--- config.mk ---
export PLATFORM = sky130hd
export DESIGN_NAME = memory_access_unit
export DESIGN_NICKNAME = d
export VERILOG_FILES = /design/src/rtl/memory_access_unit.sv
export SDC_FILE = /design/constraint.sdc
export NUM_CORES = 1
export LEC_CHECK = 0
export CAP_MARGIN = 40
export CORE_MARGIN = 2
export CORE_UTILIZATION = 42
export DETAILED_ROUTE_END_ITERATION = 10
export PLACE_DENSITY_LB_ADDON = 0.05
export REMOVE_ABC_BUFFERS = 1
export SYNTH_ARGS = -nofsm -noshare
export SYNTH_HDL_FRONTEND = slang
export SYNTH_SLANG_ARGS = --single-unit
--- constraint.sdc ---
create_clock -name clock -period 4.25 [get_ports clock]
set_input_delay 0.85 -clock clock [delete_from_list [all_inputs] [get_ports clock]]
set_output_delay 0.85 -clock clock [all_outputs]
set_load 0.01 [all_outputs]
--- src/rtl/memory_access_unit.sv ---
// Load/store sequencer in front of a synchronous data memory: one request in
// flight, range-checked address, registered outputs, valid/ready on both sides.
package CPU_package;
  localparam int DATA_WIDTH    = 8;
  localparam int ADDRESS_WIDTH = 4;
endpackage

module memory_access_unit #(
  parameter int DATA_WIDTH        = CPU_package::DATA_WIDTH,
  parameter int ADDRESS_WIDTH     = CPU_package::ADDRESS_WIDTH,
  parameter int CPU_ADDRESS_WIDTH = 16
) (
  input  logic                         clock,
  input  logic                         reset,
  input  logic                         req_valid,
  output logic                         req_ready,
  input  logic                         req_write,
  input  logic [CPU_ADDRESS_WIDTH-1:0] req_address,
  input  logic [DATA_WIDTH-1:0]        req_wdata,
  output logic                         resp_valid,
  input  logic                         resp_ready,
  output logic [DATA_WIDTH-1:0]        resp_data,
  output logic                         resp_error,
  output logic [7:0]                   error_count,
  output logic [ADDRESS_WIDTH-1:0]     write_address,
  output logic                         Write_Enable,
  output logic [DATA_WIDTH-1:0]        DATA_WRITE,
  output logic [ADDRESS_WIDTH-1:0]     read_address,
  output logic                         Read_Enable,
  input  logic [DATA_WIDTH-1:0]        DATA_READ
);

  typedef enum logic [2:0] {
    IDLE    = 3'd0,
    WRITE   = 3'd1,
    READ    = 3'd2,
    CAPTURE = 3'd3,
    RESP    = 3'd4
  } state_e;

  state_e                     state_q, state_d;
  logic [ADDRESS_WIDTH-1:0]   addr_q, addr_d;
  logic [DATA_WIDTH-1:0]      wdata_q, wdata_d;
  logic [DATA_WIDTH-1:0]      resp_data_q, resp_data_d;
  logic                       resp_error_q, resp_error_d;
  logic [7:0]                 err_cnt_q, err_cnt_d;
  logic                       out_of_range;

  // Any CPU address bit above the memory's address range marks an error.
  assign out_of_range = |req_address[CPU_ADDRESS_WIDTH-1:ADDRESS_WIDTH];

  // NOTE: state and latches use non-blocking assignments so every register
  // samples the same pre-edge values regardless of statement order.
  always_ff @(posedge clock or posedge reset) begin
    if (reset) begin
      state_q      <= IDLE;
      addr_q       <= '0;
      wdata_q      <= '0;
      resp_data_q  <= '0;
      resp_error_q <= 1'b0;
      err_cnt_q    <= 8'd0;
    end else begin
      state_q      <= state_d;
      addr_q       <= addr_d;
      wdata_q      <= wdata_d;
      resp_data_q  <= resp_data_d;
      resp_error_q <= resp_error_d;
      err_cnt_q    <= err_cnt_d;
    end
  end

  // NOTE: every signal written here gets a hold/default value first, so no
  // path through the case leaves one unassigned and no latch is inferred.
  always_comb begin
    state_d      = state_q;
    addr_d       = addr_q;
    wdata_d      = wdata_q;
    resp_data_d  = resp_data_q;
    resp_error_d = resp_error_q;
    err_cnt_d    = err_cnt_q;
    case (state_q)
      IDLE: begin
        if (req_valid) begin
          addr_d  = req_address[ADDRESS_WIDTH-1:0];
          wdata_d = req_wdata;
          if (out_of_range) begin
            resp_error_d = 1'b1;
            resp_data_d  = '0;
            if (err_cnt_q != 8'hFF) err_cnt_d = err_cnt_q + 8'd1;
            state_d = RESP;
          end else begin
            resp_error_d = 1'b0;
            state_d      = req_write ? WRITE : READ;
          end
        end
      end
      WRITE: begin
        resp_data_d = '0;
        state_d     = RESP;
      end
      READ:    state_d = CAPTURE;
      CAPTURE: begin
        // The memory updated DATA_READ on the edge that closed READ.
        resp_data_d = DATA_READ;
        state_d     = RESP;
      end
      RESP: begin
        if (resp_ready) state_d = IDLE;
      end
      default: state_d = IDLE;
    endcase
  end

  assign req_ready     = (state_q == IDLE);
  assign resp_valid    = (state_q == RESP);
  assign Write_Enable  = (state_q == WRITE);
  assign Read_Enable   = (state_q == READ);
  assign write_address = addr_q;
  assign read_address  = addr_q;
  assign DATA_WRITE    = wdata_q;
  assign resp_data     = resp_data_q;
  assign resp_error    = resp_error_q;
  assign error_count   = err_cnt_q;

endmodule
==> After elaboration in Yosys (flattened, before gate mapping) <==
Cells that the tools add are included.
{ "classes": {"add_sub_neg": 1, "n_eq_ne": 8, "mux": 9, "n_reduce_logical": 8} }
{ "ops": {"columns": ["operator", "count"], "rows": [
  ["$pmux W8 S3", 1],
  ["$mux W8", 2],
  ["$pmux W3 S4", 1],
  ["$reduce_or A12 Y1", 1],
  ["$mux W3", 3],
  ["$add A8 B1 Y8 const B", 1],
  ["$ne A8 B8 Y1 const B", 1],
  ["$eq A3 B2 Y1 const B", 2],
  ["$ne A2 B1 Y1 const B", 2],
  ["$reduce_and A2 Y1", 2],
  ["$reduce_and A4 Y1", 1],
  ["$eq A3 B1 Y1 const B", 1],
  ["$eq A3 B3 Y1 const B", 1],
  ["$logic_not A3 Y1", 1],
  ["$reduce_and A3 Y1", 1],
  ["$reduce_bool A3 Y1", 1],
  ["$mux W2", 1],
  ["$ne A2 B2 Y1 const B", 1],
  ["$reduce_or A2 Y1", 1],
  ["$mux W1", 1]
]} }
{ "word_totals": {"register_bits": 32, "inputBits": 37, "output_inout_bits": 37, "elab_cells": 32} }

==> Longest topological paths before layout <==
Gate-level depths: netlist (run 1).
{ "logic_depth": {"word_depth": 4, "mapped_depth": 6} }

==> Worst setup path before layout (run 1) <==
No wires, ideal clock.
{ "synth_path": {"path_type": "input-to-reg", "start": "input req_address[5]", "end": "register state_q[2]", "setup_ns": 0.143, "t_arrival_ns": 2.046, "path_slack_ns": 2.061, "path_stages": 4, "path_buffers": 0, "cell_sequence": "nor4_1 nand3_1 a21oi_2 o21ai_0"} }
{ "synth_between": {"elab_chain_len": 4} }
{ "synth_rtl": {"columns": ["item", "line_no", "text"], "rows": [
  ["from (decl)", "18", "input logic [CPU_ADDRESS_WIDTH-1:0] req_address,"],
  ["$reduce_or A12 Y1", "50", "assign out_of_range = |req_address[CPU_ADDRESS_WIDTH-1:ADDRESS_WIDTH];"],
  ["$mux W3", "86", "if (out_of_range) begin"],
  ["$mux W3", "83", "if (req_valid) begin"],
  ["$pmux W3 S4", "81", "case (state_q)"],
  ["to (signal assigned)", "63", "state_q <= state_d;"],
  ["to (decl)", "41", "state_e state_q, state_d;"]
]} }
No other way between the ends. The select of a mux whose other input is x is not followed.
A chain may end at the register's enable or synchronous reset.

==> Worst setup path in the final report (run 1) <==
{ "layout_path": {"start": "input req_valid", "end": "register err_cnt_q[1], in the netlist error_count[1]"} }
{ "layout_between": {"elab_chain_len": 1} }
{ "layout_rtl": {"columns": ["item", "line_no", "text"], "rows": [
  ["from (decl)", "15", "input logic req_valid,"],
  ["$reduce_and A4 Y1 (no source line)", null, null],
  ["to (signal assigned)", "68", "err_cnt_q <= err_cnt_d;"],
  ["to (decl)", "46", "logic [7:0] err_cnt_q, err_cnt_d;"]
]} }
No other way between the ends.

==> results.rst, run 1 <==
.. list-table::
   :header-rows: 1

   * - Metric
     - Value
   * - Routed via count divided by cell count
     - roughly 4.9
   * - Hold Fails Final Rpt
     - 0
   * - Reg-to-reg startpoint
     - state_q[1]
   * - Total Neg Setup Slack
     - 0 ps
   * - Arrival time worst endpoint
     - 2900 ps
   * - TritonCTS buffer count
     - 5
   * - Critical-path maximum fanout
     - 14
   * - Width of the chip
     - between 60 and 70 um
   * - Vias post-DR
     - ~1,300
   * - First-pass GRT wire length
     - 5840 um
   * - Number of setup violations in the final report
     - 0
   * - Launching element of the worst setup path
     - req_valid
   * - Type of element capturing the critical path
     - register
   * - CTS clock-pin slew for the worst setup and hold paths
     - approximately 100 ps
   * - FF-to-FF End
     - error_count[1]
   * - Detailed-route DRC error count
     - 0
   * - HPWL after detailed placement
     - approximately 2500 um
   * - Crit-path cells
     - clkdlybuf4s50_1, or4b_1, a31oi_4, nand2_2, mux2_4
   * - RD Place Congestion
     - a little under 0.8
   * - Max layer used
     - met4
   * - Placeable core area
     - around 3300 um^2
   * - Number of buffers added on ports
     - 73
   * - Placed instance count
     - ~250
   * - Maximum number of buffers from clock root to sink
     - 2
   * - TritonCTS clock tree
     - done
   * - Average footprint of a synthesized cell
     - 10.5 um^2
   * - Register bit count reported by yosys
     - 32
   * - Height of the die
     - between 60 and 70 um
   * - Detailed-route wire length
     - 3300 um
   * - Critical Path Max Stage Delay
     - approximately 740 ps
   * - Min-Delay Endpoint
     - resp_error
   * - Final antenna-violating net count
     - 0
   * - Number of global-route vias before repair
     - between 1,000 and 1,500
   * - Layout Nets
     - roughly 250
   * - Initial Utilization
     - roughly 43%
   * - Gate family responsible for the most delay along the worst path
     - simple AND/OR/NAND/NOR gates
   * - Clock tree skew after final layout
     - between 8 and 9 ps
   * - Max-cap check violation count
     - 0
   * - Wl on met1
     - about 1400 um
   * - Yosys warns
     - 0
   * - Post-placement cell area
     - ~2200 um^2
   * - Syn Std Cell Area
     - approximately 1400 um^2
   * - Antenna cell count
     - 0
   * - Depth of the worst hold-timing path
     - 1
   * - Top library cells by usage in the layout, fill and taps aside
     - 73 x sky130_fd_sc_hd__clkdlybuf4s50_1, 38 x sky130_fd_sc_hd__nand2_1, 32 x sky130_fd_sc_hd__dfrtp_1, 8 x sky130_fd_sc_hd__a22o_1, 6 x sky130_fd_sc_hd__xnor2_1
   * - Period Utilization, post-route
     - 62.9%
   * - Count of mapped cells out of synthesis
     - between 100 and 150
   * - Slew of the pin with the lowest slew margin
     - a little over 700 ps
   * - Worst IR drop on VDD
     - ~0.33 mV
   * - Number of cell rows
     - 21
   * - Crit path setup slack, layout
     - 1580 ps
   * - Detail-routed net length per standard cell
     - 12.9 um
   * - Critical path buffer and inverter count
     - 1
   * - Depth of the CTS H-tree
     - 2
   * - Final-report max-slew violation count
     - 0
   * - Max_slew headroom
     - 52.3%
   * - Run status
     - finished, final reports clean
   * - Leak
     - between 0.001 and 0.0015 uW
   * - Non-Filler Instances
     - ~260
   * - Worst-case setup slack after placement
     - about 1200 ps
   * - DRT Pass-1 Iters
     - 4
   * - Crit Path Category
     - in -> reg
   * - Antenna violations before repair
     - 0
   * - Power density over the cells
     - roughly 420 nW/um^2
   * - Element type at the critical path start
     - primary input
   * - Post-layout instance area
     - roughly 2300 um^2
   * - Number of distinct standard cells referenced by the synthesized netlist
     - 32
   * - Num ports
     - 74
   * - Min cycle time layout
     - 2670 ps
   * - Hold Crit Start
     - resp_error
   * - Fraction of the core area covered by cells at the end of the flow
     - 68.2%
   * - Global-route usage over all layers
     - 18.7%
   * - Primary flip-flop cell chosen by synthesis mapping
     - sky130_fd_sc_hd__dfrtp_1
   * - Buffer cell driving the clock tree root
     - sky130_fd_sc_hd__clkbuf_4
   * - Synthesis-to-finish area growth
     - 56.7%
   * - Share of cells above drive strength 1
     - under 10%
   * - Number of gates given a new drive strength after cts
     - 0
   * - Clock sinks
     - 32
   * - Slack of the worst reg-to-reg path
     - between 2000 and 2500 ps
   * - Clock insertion delay at the later pin of the skew report
     - between 300 and 400 ps
   * - Total length of routed met2 wires
     - roughly 1500 um
   * - Total gr overflow
     - 0
   * - Post-CTS Hold Fix Bufs
     - 0
   * - Critical Path Slowest Stage Cell
     - sky130_fd_sc_hd__or4b_1
   * - Fill cell instance count of the final layout
     - approximately 280
   * - Number of enable flip-flop cells after synthesis
     - 0
   * - Highest achievable clock rate
     - 374 MHz
   * - Commonest non-fill, non-tap cell in the layout
     - sky130_fd_sc_hd__clkdlybuf4s50_1
   * - Number of cells traversed by the worst register-to-register path
     - 4
   * - Setup fix buffers added after clock tree synthesis
     - 0
   * - Hold Path Class
     - reg -> reg
   * - Critical path required time
     - about 4500 ps
   * - Share of synthesized area occupied by flip-flops and latches
     - around 56%
   * - Met3 routed WL
     - approximately 270 um
   * - Largest net degree at the start of global routing
     - 33
   * - Setup repair after global routing missed its margin
     - false
   * - Die Footprint
     - approximately 3900 um^2
   * - First DRT Iteration DRCs
     - 39
   * - Share of synthesized registers carrying an async set or reset
     - 100%
[stage by stage]
stage	hold WS [ps]	power, uW
floorplan	514	534
global placement	460	719
detailed placement	462	730
CTS	487	957
global route	506	1000
finish	481	948
[flip-flops by register name, indices dropped and copies added, names as in the netlist]
register / count
DATA_WRITE: 8
read_address: 4
resp_data: 8
error_count: 8
state_q: 3
resp_error: 1
[per-layer routing]
| metal | up-vias | GRT usage, % |
|---|---|---|
| met5 | - | 0 |
| met3 | 7 | 6.67 |
| li1 | 607 | - |
| met2 | 55 | 30.0 |
| met4 | 0 | 6.94 |
| met1 | 582 | 23.1 |
[synth_stat cells (3+ instances only)]
master	instances	area [um^2]
sky130_fd_sc_hd__nand4_1	3	18.8
sky130_fd_sc_hd__inv_1	3	11.3
sky130_fd_sc_hd__nand2_1	38	143
sky130_fd_sc_hd__xnor2_1	6	52.6
sky130_fd_sc_hd__dfrtp_1	32	801
sky130_fd_sc_hd__buf_4	5	37.5
sky130_fd_sc_hd__nor3_1	3	15.0
sky130_fd_sc_hd__nor4_1	3	18.8
sky130_fd_sc_hd__nand3_1	4	20.0
sky130_fd_sc_hd__a22o_1	8	70.1
sky130_fd_sc_hd__and3_1	3	18.8
sky130_fd_sc_hd__clkbuf_1	4	15.0
[cell type report]
| type | count | area, um^2 | area share, % |
|---|---|---|---|
| clock buffers | 6 | 41.3 | 1.83 |
| clock inverters | 2 | 35.0 | 1.55 |
| inverters | 3 | 11.3 | 0.499 |
| multi-input cells | 91 | 566 | 25.1 |
| flip-flops and latches | 32 | 801 | 35.5 |
| well taps | 46 | 57.6 | 2.55 |
| repair buffers | 75 | 746 | 33.0 |
[where the power goes]
group	leakage [uW]	internal (uW)	switching (uW)
sequential	0.000413	359	56.0
combinational	0.000549	188	118
clock	0.0000422	123	103
[worst reg2reg max path, stage by stage (launching register included)]
cell	delay, ps
sky130_fd_sc_hd__dfrtp_1	490
sky130_fd_sc_hd__or4b_1	820
sky130_fd_sc_hd__a31oi_4	350
sky130_fd_sc_hd__nand2_2	120
sky130_fd_sc_hd__mux2_4	300
[how the worst max path moves through the flow]
stage	to	cells past startpoint
final	error_count[1]	5
after global routing	Write_Enable	3
after CTS	error_count[1]	5
after detailed placement	error_count[1]	5
after global placement	error_count[6]	5
after floorplan	error_count[3]	4
[logic make-up (layout without fill, tap and decap cells)]
kind of cell	Yosys count	count (layout)	synth area share [%]
and+or+nand+nor	68	68	23.5
DFF	32	32	55.6
AOI/OAI and AO/OA	14	14	8.69
buffers and inverters	14	86	5.56
xor gates and xnor gates	6	6	3.65
muxes	2	2	2.09
adders and majority gates	1	1	0.869
Note: power is estimated with default switching activity, not from simulation.
==> run 2: changes to the inputs <==
CORE_UTILIZATION = 39   (was 42)
clock period = 2.8 ns   (was 4.25 ns; I/O delays follow)
==> run 2 against run 1 <==
Compared with the run above: flip-flop and latch count stayed put; final area is 3.0% higher; sequential share of layout area is 1.0 points lower; clock-buffer cell count is 1 lower; clock skew is 4.1 ps lower; highest routed layer unchanged; worst setup slack worse by 1100 ps; sequential power is 52% higher; wire length is 0.55% higher; combinational power is 52% higher.
==> results.rst, run 2 (synthesis results as in run 1) <==
.. list-table::
   :header-rows: 1

   * - Metric
     - Value
   * - Fin Hold WS
     - 477 ps (-4.65 ps)
   * - Power density over the cells
     - 658 nW/um^2 (+57%)
   * - Initial Utilization
     - 39.9% (-3.6 points)
   * - Placed instance count
     - 253 (+2.4%)
   * - Non-Filler Instances
     - 261 (+2.4%)
   * - Antenna violations before repair
     - 0 (unchanged)
   * - Share of cells above drive strength 1
     - 9.86% (+2.2 points)
   * - DRT Pass-1 Iters
     - 4 (unchanged)
   * - Number of global-route vias before repair
     - 1,218 (-5.1%)
   * - Crit Path Category
     - reg -> out
   * - Number of buffers added on ports
     - 73 (unchanged)
   * - Depth of the CTS H-tree
     - 2 (unchanged)
   * - Buffer cell driving the clock tree root
     - sky130_fd_sc_hd__clkbuf_8
   * - Max-cap check violation count
     - 0 (unchanged)
   * - Routed via count divided by cell count
     - 4.85 (-1.0%)
   * - Min-Delay Endpoint
     - DATA_WRITE[5]
   * - Clock tree skew after final layout
     - 4.16 ps (-4.10 ps)
   * - Number of gates given a new drive strength after cts
     - 0 (unchanged)
   * - Number of cells traversed by the worst register-to-register path
     - 4 (unchanged)
   * - Layout Nets
     - 250 (+1.6%)
   * - Hold Path Class
     - reg -> reg
   * - Detail-routed net length per standard cell
     - 12.7 um (-1.8%)
   * - Total gr overflow
     - 0 (unchanged)
   * - Critical path required time
     - 2240 ps (-2230 ps)
   * - Arrival time worst endpoint
     - 1720 ps (-1180 ps)
   * - First-pass GRT wire length
     - 5490 um (-5.9%)
   * - Total Neg Setup Slack
     - 0 ps (unchanged)
   * - Num ports
     - 74 (unchanged)
   * - Synthesis-to-finish area growth
     - 61.4%
   * - Width of the chip
     - 64.8 um (+3.5%)
   * - Min cycle time layout
     - between 2000 and 2500 ps
   * - Commonest non-fill, non-tap cell in the layout
     - sky130_fd_sc_hd__clkdlybuf4s50_1
   * - Slew of the pin with the lowest slew margin
     - 411 ps (-298 ps)
   * - Detailed-route DRC error count
     - 0 (unchanged)
   * - Max_slew headroom
     - 72.6% (+20 points)
   * - Element type at the critical path start
     - register
   * - Final antenna-violating net count
     - 0 (unchanged)
   * - Hold Fails Final Rpt
     - 0 (unchanged)
   * - HPWL after detailed placement
     - 2520 um (-0.46%)
   * - Critical-path maximum fanout
     - 8 (-6)
   * - Detailed-route wire length
     - 3320 um (+0.55%)
   * - RD Place Congestion
     - 0.840 (+7.2%)
   * - Antenna cell count
     - 0 (unchanged)
   * - Die Footprint
     - 4190 um^2 (+7.2%)
   * - Type of element capturing the critical path
     - output port
   * - Depth of the worst hold-timing path
     - 2 (+1)
   * - First DRT Iteration DRCs
     - 51 (+31%)
   * - Worst IR drop on VDD
     - 0.428 mV (+30%)
   * - Maximum number of buffers from clock root to sink
     - 2 (unchanged)
   * - Period Utilization, post-route
     - approximately four fifths
   * - Final-report max-slew violation count
     - 0 (unchanged)
   * - Reg-to-reg startpoint
     - state_q[1]
   * - Slack of the worst reg-to-reg path
     - 930 ps (-1120 ps)
   * - Clock insertion delay at the later pin of the skew report
     - 280 ps (-50 ps)
   * - CTS clock-pin slew for the worst setup and hold paths
     - 70 ps (-30 ps)
   * - Setup repair after global routing missed its margin
     - false
   * - Highest achievable clock rate
     - ~440 MHz
   * - Fraction of the core area covered by cells at the end of the flow
     - 64.5% (-3.7 points)
   * - Post-CTS Hold Fix Bufs
     - 0 (unchanged)
   * - TritonCTS clock tree
     - done
   * - Top library cells by usage in the layout, fill and taps aside
     - 73 x sky130_fd_sc_hd__clkdlybuf4s50_1, 38 x sky130_fd_sc_hd__nand2_1, 32 x sky130_fd_sc_hd__dfrtp_1, 8 x sky130_fd_sc_hd__a22o_1
   * - FF-to-FF End
     - error_count[1]
   * - Height of the die
     - 64.8 um (+3.5%)
   * - Global-route usage over all layers
     - 17.0% (-1.6 points)
   * - Hold Crit Start
     - DATA_WRITE[5]
   * - Run status
     - finished, final reports clean
   * - Placeable core area
     - 3610 um^2 (+8.9%)
   * - Number of cell rows
     - 22 (+4.8%)
   * - Setup fix buffers added after clock tree synthesis
     - 0 (unchanged)
   * - Post-placement cell area
     - 2210 um^2 (+1.5%)
   * - Largest net degree at the start of global routing
     - 33 (unchanged)
   * - TritonCTS buffer count
     - 5 (unchanged)
   * - Vias post-DR
     - 1,267 (+1.3%)
   * - Clock sinks
     - 32 (unchanged)
   * - Post-layout instance area
     - 2320 um^2 (+3.0%)
   * - Leak
     - 0.00104 uW (+3.2%)
   * - Number of setup violations in the final report
     - 0 (unchanged)
-- run 2: final cells by class --
cell class                      count  area, um^2
Multi-Input combinational cell     91         566
Sequential cell                    32         801
Clock buffer                        5        68.8
Timing Repair Buffer               79         776
Tap cell                           48        60.1
Inverter                            3        11.3
Fill cell                         297        1280
Clock inverter                      3        42.5
-- run 2: how the worst max path moves through the flow --
| stage | from | depth (start not counted) | endpoint | slack (ps) |
|---|---|---|---|---|
| global route | state_q[0] | 3 | Write_Enable | 400 |
| floorplan | req_valid | 4 | error_count[3] | 540 |
| finish | state_q[0] | 3 | Write_Enable | 520 |
| detailed placement | req_valid | 5 | error_count[1] | 390 |
| CTS | state_q[0] | 3 | Write_Enable | 490 |
| global placement | req_valid | 5 | error_count[6] | 420 |
-- run 2: report_power, final --
part	leakage [uW]	switching [uW]	internal, uW
Combinational	0.000569	175	288
Sequential	0.000413	83.2	546
Clock	0.0000541	174	263
Total	0.00104	433	1100
-- run 2: metrics by stage --
step	total power [uW]	worst slack (ps)
final	1530	525
after CTS	1550	493
after floorplan	810	542
after global routing	1620	398
after detailed placement	1110	392
after global placement	1100	419
-- run 2: critical path, cell delays in order, from the launching register on --
cell and delay [ps]:
sky130_fd_sc_hd__dfrtp_1 480, sky130_fd_sc_hd__nor2b_1 260, sky130_fd_sc_hd__nor2b_1 160, sky130_fd_sc_hd__clkdlybuf4s50_1 540
-- run 2: layer usage --
| metal | GRT usage [%] | up-vias | routed length [um] |
|---|---|---|---|
| li1 | - | 613 | - |
| met1 | 21.1 | 602 | 1460 |
| met2 | 28.0 | 48 | 1590 |
| met3 | 5.73 | 4 | 241 |
| met4 | 5.59 | 0 | 23 |
| met5 | 0 | - | 0 |
==> patch 1 (config.mk and constraints of run 2) <==
Encoding of `state_e`: now one-hot (5 bits for 5 states).
--- a/src/rtl/memory_access_unit.sv
+++ b/src/rtl/memory_access_unit.sv
@@ -30,12 +30,12 @@
   input  logic [DATA_WIDTH-1:0]        DATA_READ
 );
 
-  typedef enum logic [2:0] {
-    IDLE    = 3'd0,
-    WRITE   = 3'd1,
-    READ    = 3'd2,
-    CAPTURE = 3'd3,
-    RESP    = 3'd4
+  typedef enum logic [4:0] {
+    IDLE    = 5'b00001,
+    WRITE   = 5'b00010,
+    READ    = 5'b00100,
+    CAPTURE = 5'b01000,
+    RESP    = 5'b10000
   } state_e;
 
   state_e                     state_q, state_d;
Formal check against the unedited RTL: no difference found for any inputs over 10 cycles, from zero or initial values and one cycle with reset high; not proved beyond that.
==> patch 1 against run 2 <==
- global-route usage up 0.39 points
- register-to-register slack got worse by 60 ps
- worst setup slack got worse by 190 ps
- final area grew 0.22%
- routed wire length shrank 3.7%
- area after synthesis increased by 0.61%
- sequential share of layout area increased by 2.1 points
- power up 19%
- sequential cell count grew 2
- synthesized cell count decreased by 18%
- critical path type unchanged
==> patch 1: results (changes against run 2) <==
* Top post-synthesis cells by area: dfrtp_1 57%, mux2_2 10%, a22o_1 4.8%
* CP top delay family: simple AND/OR/NAND/NOR gates
* Place WS at 614.9 ps (+223.0 ps)
* Status: completed
* Met3 Use GR at 7.118% (+1.4 points)
* Met2 usage at 28.48% (+0.52 points)
* Max IR drop VDD at 0.5370 mV (+25%)
* CTS max path bufs at 2 (unchanged)
* Drt pass-1 iters at 4 (unchanged)
* Slew @ Worst Pin at 451.0 ps (+40.30 ps)
* Pin count of the biggest net entering global routing at 35 (+6.1%)
* Max incr delay on CP at 560 ps (+20 ps)
* Global-route track usage on met1 at 20.36% (-0.69 points)
* FFs w/ async S/R, synth at 100.0% (unchanged)
* GRT Overall Usage at 17.44% (+0.39 points)
* Root Driver: clkbuf_8
* IO Port Bufs at 73 (unchanged)
* Detailed placer's ending HPWL at 2418 um (-3.9%)
* Sw Share at 28.43% (+0.15 points)
* Setup bufs post-CTS at 0 (unchanged)
* DR vias at 1149 (-9.3%)
* Worst EP arrival at 1900 ps (+180 ps)
* Layout cell share with drive strength beyond 1 at 14.21% (+4.4 points)
* H-tree Lvls at 2 (unchanged)
* GRT Max-Usage Layer: met2
* Sequential share of the synthesized area at 58.81% (+3.2 points)
* P_leak at 0.001022 uW (-1.3%)
* First-pass GRT wire length at 5416 um (-1.4%)
* CP max FO at 5 (-3)
* Clock-pin slew on the worst setup and hold paths at 70 ps (about the same)
* Synth cell types at 27 (-16%)
* Most common library cells after synthesis: 33 x dfrtp_1, 13 x mux2_2, 8 x a22o_1, 8 x nor2_1, 6 x xor2_1
* Setup Skew at 8.245 ps (+4.082 ps)
* DRT Wirelength at 3191 um (-3.7%)
* Vias in the first global route at 1192 (-2.1%)
* Number of DRC markers in iteration 0 at 40 (-22%)
* Nets at 227 (-9.2%)
* GPL Wtd Cong at 0.7673 (-8.6%)
==> patch 1: cell types whose count changed in the layout (fill, tap and decap cells not counted), moves of 3 or more <==
| cell | before | now |
|---|---|---|
| xor2_1 | 0 | 6 |
| mux2_2 | 0 | 13 |
| nor2_1 | 1 | 8 |
| nand2_1 | 38 | 5 |
| buf_4 | 6 | 3 |
| xnor2_1 | 6 | 2 |
==> patch 1: power groups by stage <==
stage	clock (uW)	sequential [uW]	combinational [uW]
after floorplan	0	786	211
after global placement	0	724	667
after detailed placement	0	729	682
after CTS	442	723	684
after global routing	477	744	725
final	428	721	671
==> patch 1: through the flow <==
stage | instances | area, um^2 | util, %
floorplan | 106 | 1410 | -
global placement | 230 | 2223 | 61.66
detailed placement | 230 | 2223 | 61.66
CTS | 238 | 2330 | 64.61
global route | 238 | 2330 | 64.61
finish | 238 | 2330 | 64.61
==> patch 1: final timing paths <==
path,from,to,slack [ps],cells after the start
max reg2reg,state_q[4]$_DFFE_PP0P_,DATA_WRITE[3]$_DFFE_PP0P_,870,4
max in group asynchronous,reset,state_q[0]$_DFFE_PP1P_,1800,3
min reg2reg,resp_error$_DFFE_PP0P_,resp_error$_DFFE_PP0P_,500,1
max,state_q[4]$_DFFE_PP0P_,Write_Enable,340,3
min in group asynchronous,reset,DATA_WRITE[1]$_DFFE_PP0P_,670,3
min,resp_error$_DFFE_PP0P_,resp_error$_DFFE_PP0P_,500,1
==> patch 1: worst register-to-register path, stage by stage (launching register included) <==
cell and delay (ps):
dfrtp_1 420, or3_4 430, nor3_4 300, buf_4 300, mux2_2 370
==> patch 1: cell type report <==
class | count | area, um^2
clock inverters | 1 | 30.03
multi-input cells | 69 | 546.8
clock buffers | 7 | 76.32
flip-flops and latches | 34 | 852.1
fillers | 293 | 1276
inverters | 3 | 11.26
well taps | 48 | 60.06
repair buffers | 76 | 753.2
==> patch 1: metal layers <==
| metal | vias up | share of wire [%] |
|---|---|---|
| met5 | - | 0 |
| met3 | 4 | 6.1 |
| li1 | 555 | - |
| met2 | 39 | 50 |
| met1 | 551 | 42 |
| met4 | 0 | 1.4 |
==> patch 1: cell families (layout without fill, tap and decap cells) <==
family	Yosys count	count (layout)	synth area share, %
flip-flops	34	34	58.81
multiplexers	13	13	10.10
AND/OR/NAND/NOR	35	35	14.42
adder cells (fa/ha/maj)	1	1	0.8634
XOR/XNOR	8	8	4.836
buffers and inverters	9	87	3.454
AO/OA/AOI/OAI	12	12	7.513
==> patch 2 (config.mk and constraints of run 2) <==
Made on the original files. The package constant `ADDRESS_WIDTH` goes from 4 to 6.
--- a/src/rtl/memory_access_unit.sv
+++ b/src/rtl/memory_access_unit.sv
@@ -2,7 +2,7 @@
 // flight, range-checked address, registered outputs, valid/ready on both sides.
 package CPU_package;
   localparam int DATA_WIDTH    = 8;
-  localparam int ADDRESS_WIDTH = 4;
+  localparam int ADDRESS_WIDTH = 6;
 endpackage
 
 module memory_access_unit #(
Interface: changed (resized read_address and write_address); port bits go from 74 to 78. The function was not compared with the original's and may differ.
==> patch 2 against run 2 <==
- critical path type unchanged
- worst setup slack improved by 52 ps
- combinational power grew 11%
- area after synthesis rose by 5.1%
- cell count decreased by 7.3%
- synthesized cell count down 13%
- routed wire length rose by 8.4%
- sequential cell count increased by 2
- worst hold slack better by 19 ps
- die area is 4.8% higher
- final area is 3.0% higher
- clock power decreased by 4.6%
- sequential power grew 5.4%
- power grew 4.2%
==> patch 2: results (changes against run 2) <==
* Status: completed
* Worst slew margin at 62.31% (-10 points)
* Worst EP arrival at 1660 ps (-60 ps)
* Hold endpoint: resp_data[7]$_DFFE_PP0P_
* IO Port Bufs at 77 (+5.5%)
* Top post-synthesis cells by area: dfrtp_1 56%, mux2_2 12%, a22o_1 4.6%
* Max incr delay on CP at 570 ps (+30 ps)
* Max IR drop VDD at 0.4229 mV (-1.2%)
* Setup Skew at 1.899 ps (-2.264 ps)
* Reg2reg end: error_count[5]$_DFFE_PP0P_
* Non-Filler Instances at 242 (-7.3%)
* CP max FO at 11 (+3)
* Setup bufs post-CTS at 0 (unchanged)
* GPL Wtd Cong at 0.7804 (-7.0%)
* Number of DRC markers in iteration 0 at 37 (-27%)
* Reg2reg setup slack at 950 ps (+20 ps)
* Pin count of the biggest net entering global routing at 35 (+6.1%)
* Vias per cell at 5.112 (+5.3%)
* CP endpoint: Write_Enable
* Placed Area at 2283 um^2 (+3.2%)
* Fillers at 306 (+3.0%)
* Vias in the first global route at 1237 (+1.6%)
* DP Cell Count at 234 (-7.5%)
* Detailed placer's ending HPWL at 2696 um (+7.1%)
* Most common library cells after synthesis: 34 x dfrtp_1, 16 x mux2_2, 8 x a22o_1
* Slowest CP cell: dfrtp_1
* Synth cell types at 31 (-3.1%)
* Cells after Synth at 119 (-13%)
* Sequential share of the synthesized area at 56.20% (+0.59 points)
* DR WL/cell at 14.85 um (+17%)
* Layout cell share with drive strength beyond 1 at 15.46% (+5.6 points)
* P_leak at 0.001013 uW (-2.3%)
* First-pass GRT wire length at 5851 um (+6.5%)
patch 2: changes by cell type in the layout (fill, tap and decap cells not counted), moves of 3 or more:
cell	run 2	this run
clkbuf_8	5	8
xnor2_1	6	2
clkdlybuf4s50_1	73	77
mux2_2	0	16
nand2_1	38	3
buf_4	6	2
nor3_1	3	7
patch 2: per-stage QoR:
step           worst slack (ps)  hold WS [ps]
6_report                  576.3         496.2
2_1_floorplan             651.7         532.8
4_1_cts                   570.8         504.0
3_5_place_dp              412.6         485.7
3_3_place_gp              456.0         483.0
5_1_grt                   444.3         514.8
patch 2: critical path: cells and delay by family (launching register included):
family | cells | cell delay, ps
buf+inv | 1 | 570
flops | 1 | 570
simple gates | 1 | 250
patch 2: cell families after synthesis:
family	Yosys count	share of synthesized area (%)
XOR/XNOR	5	3.389
flip-flops	34	56.20
multiplexers	17	12.64
buffers and inverters	17	6.280
AO/OA/AOI/OAI	17	9.009
adder cells (fa/ha/maj)	1	0.8263
AND/OR/NAND/NOR	28	11.65
patch 2: where the power goes:
group	internal (uW)	total [uW]	switching, uW
Sequential	580	664	84.1
Combinational	326	514	188
Clock	248	417	168
Total	1150	1590	441
patch 2: cell type report:
| type | count | area, um^2 | area share (%) |
|---|---|---|---|
| tap | 48 | 60.06 | 2.509 |
| multi-input combinational | 68 | 568.0 | 23.73 |
| inverter | 5 | 18.77 | 0.7841 |
| timing repair buffer | 79 | 785.8 | 32.83 |
| clock buffer | 8 | 110.1 | 4.600 |
| sequential | 34 | 850.8 | 35.55 |
patch 2: layer usage:
layer | up-vias | track usage, % | share of wire, % | wire (um)
met3 | 7 | 5.451 | 7.8 | 281
li1 | 570 | - | - | -
met1 | 606 | 20.39 | 40 | 1449
met4 | 0 | 6.633 | 1.6 | 56
met2 | 54 | 30.50 | 50 | 1805
met5 | - | 0 | 0 | 0
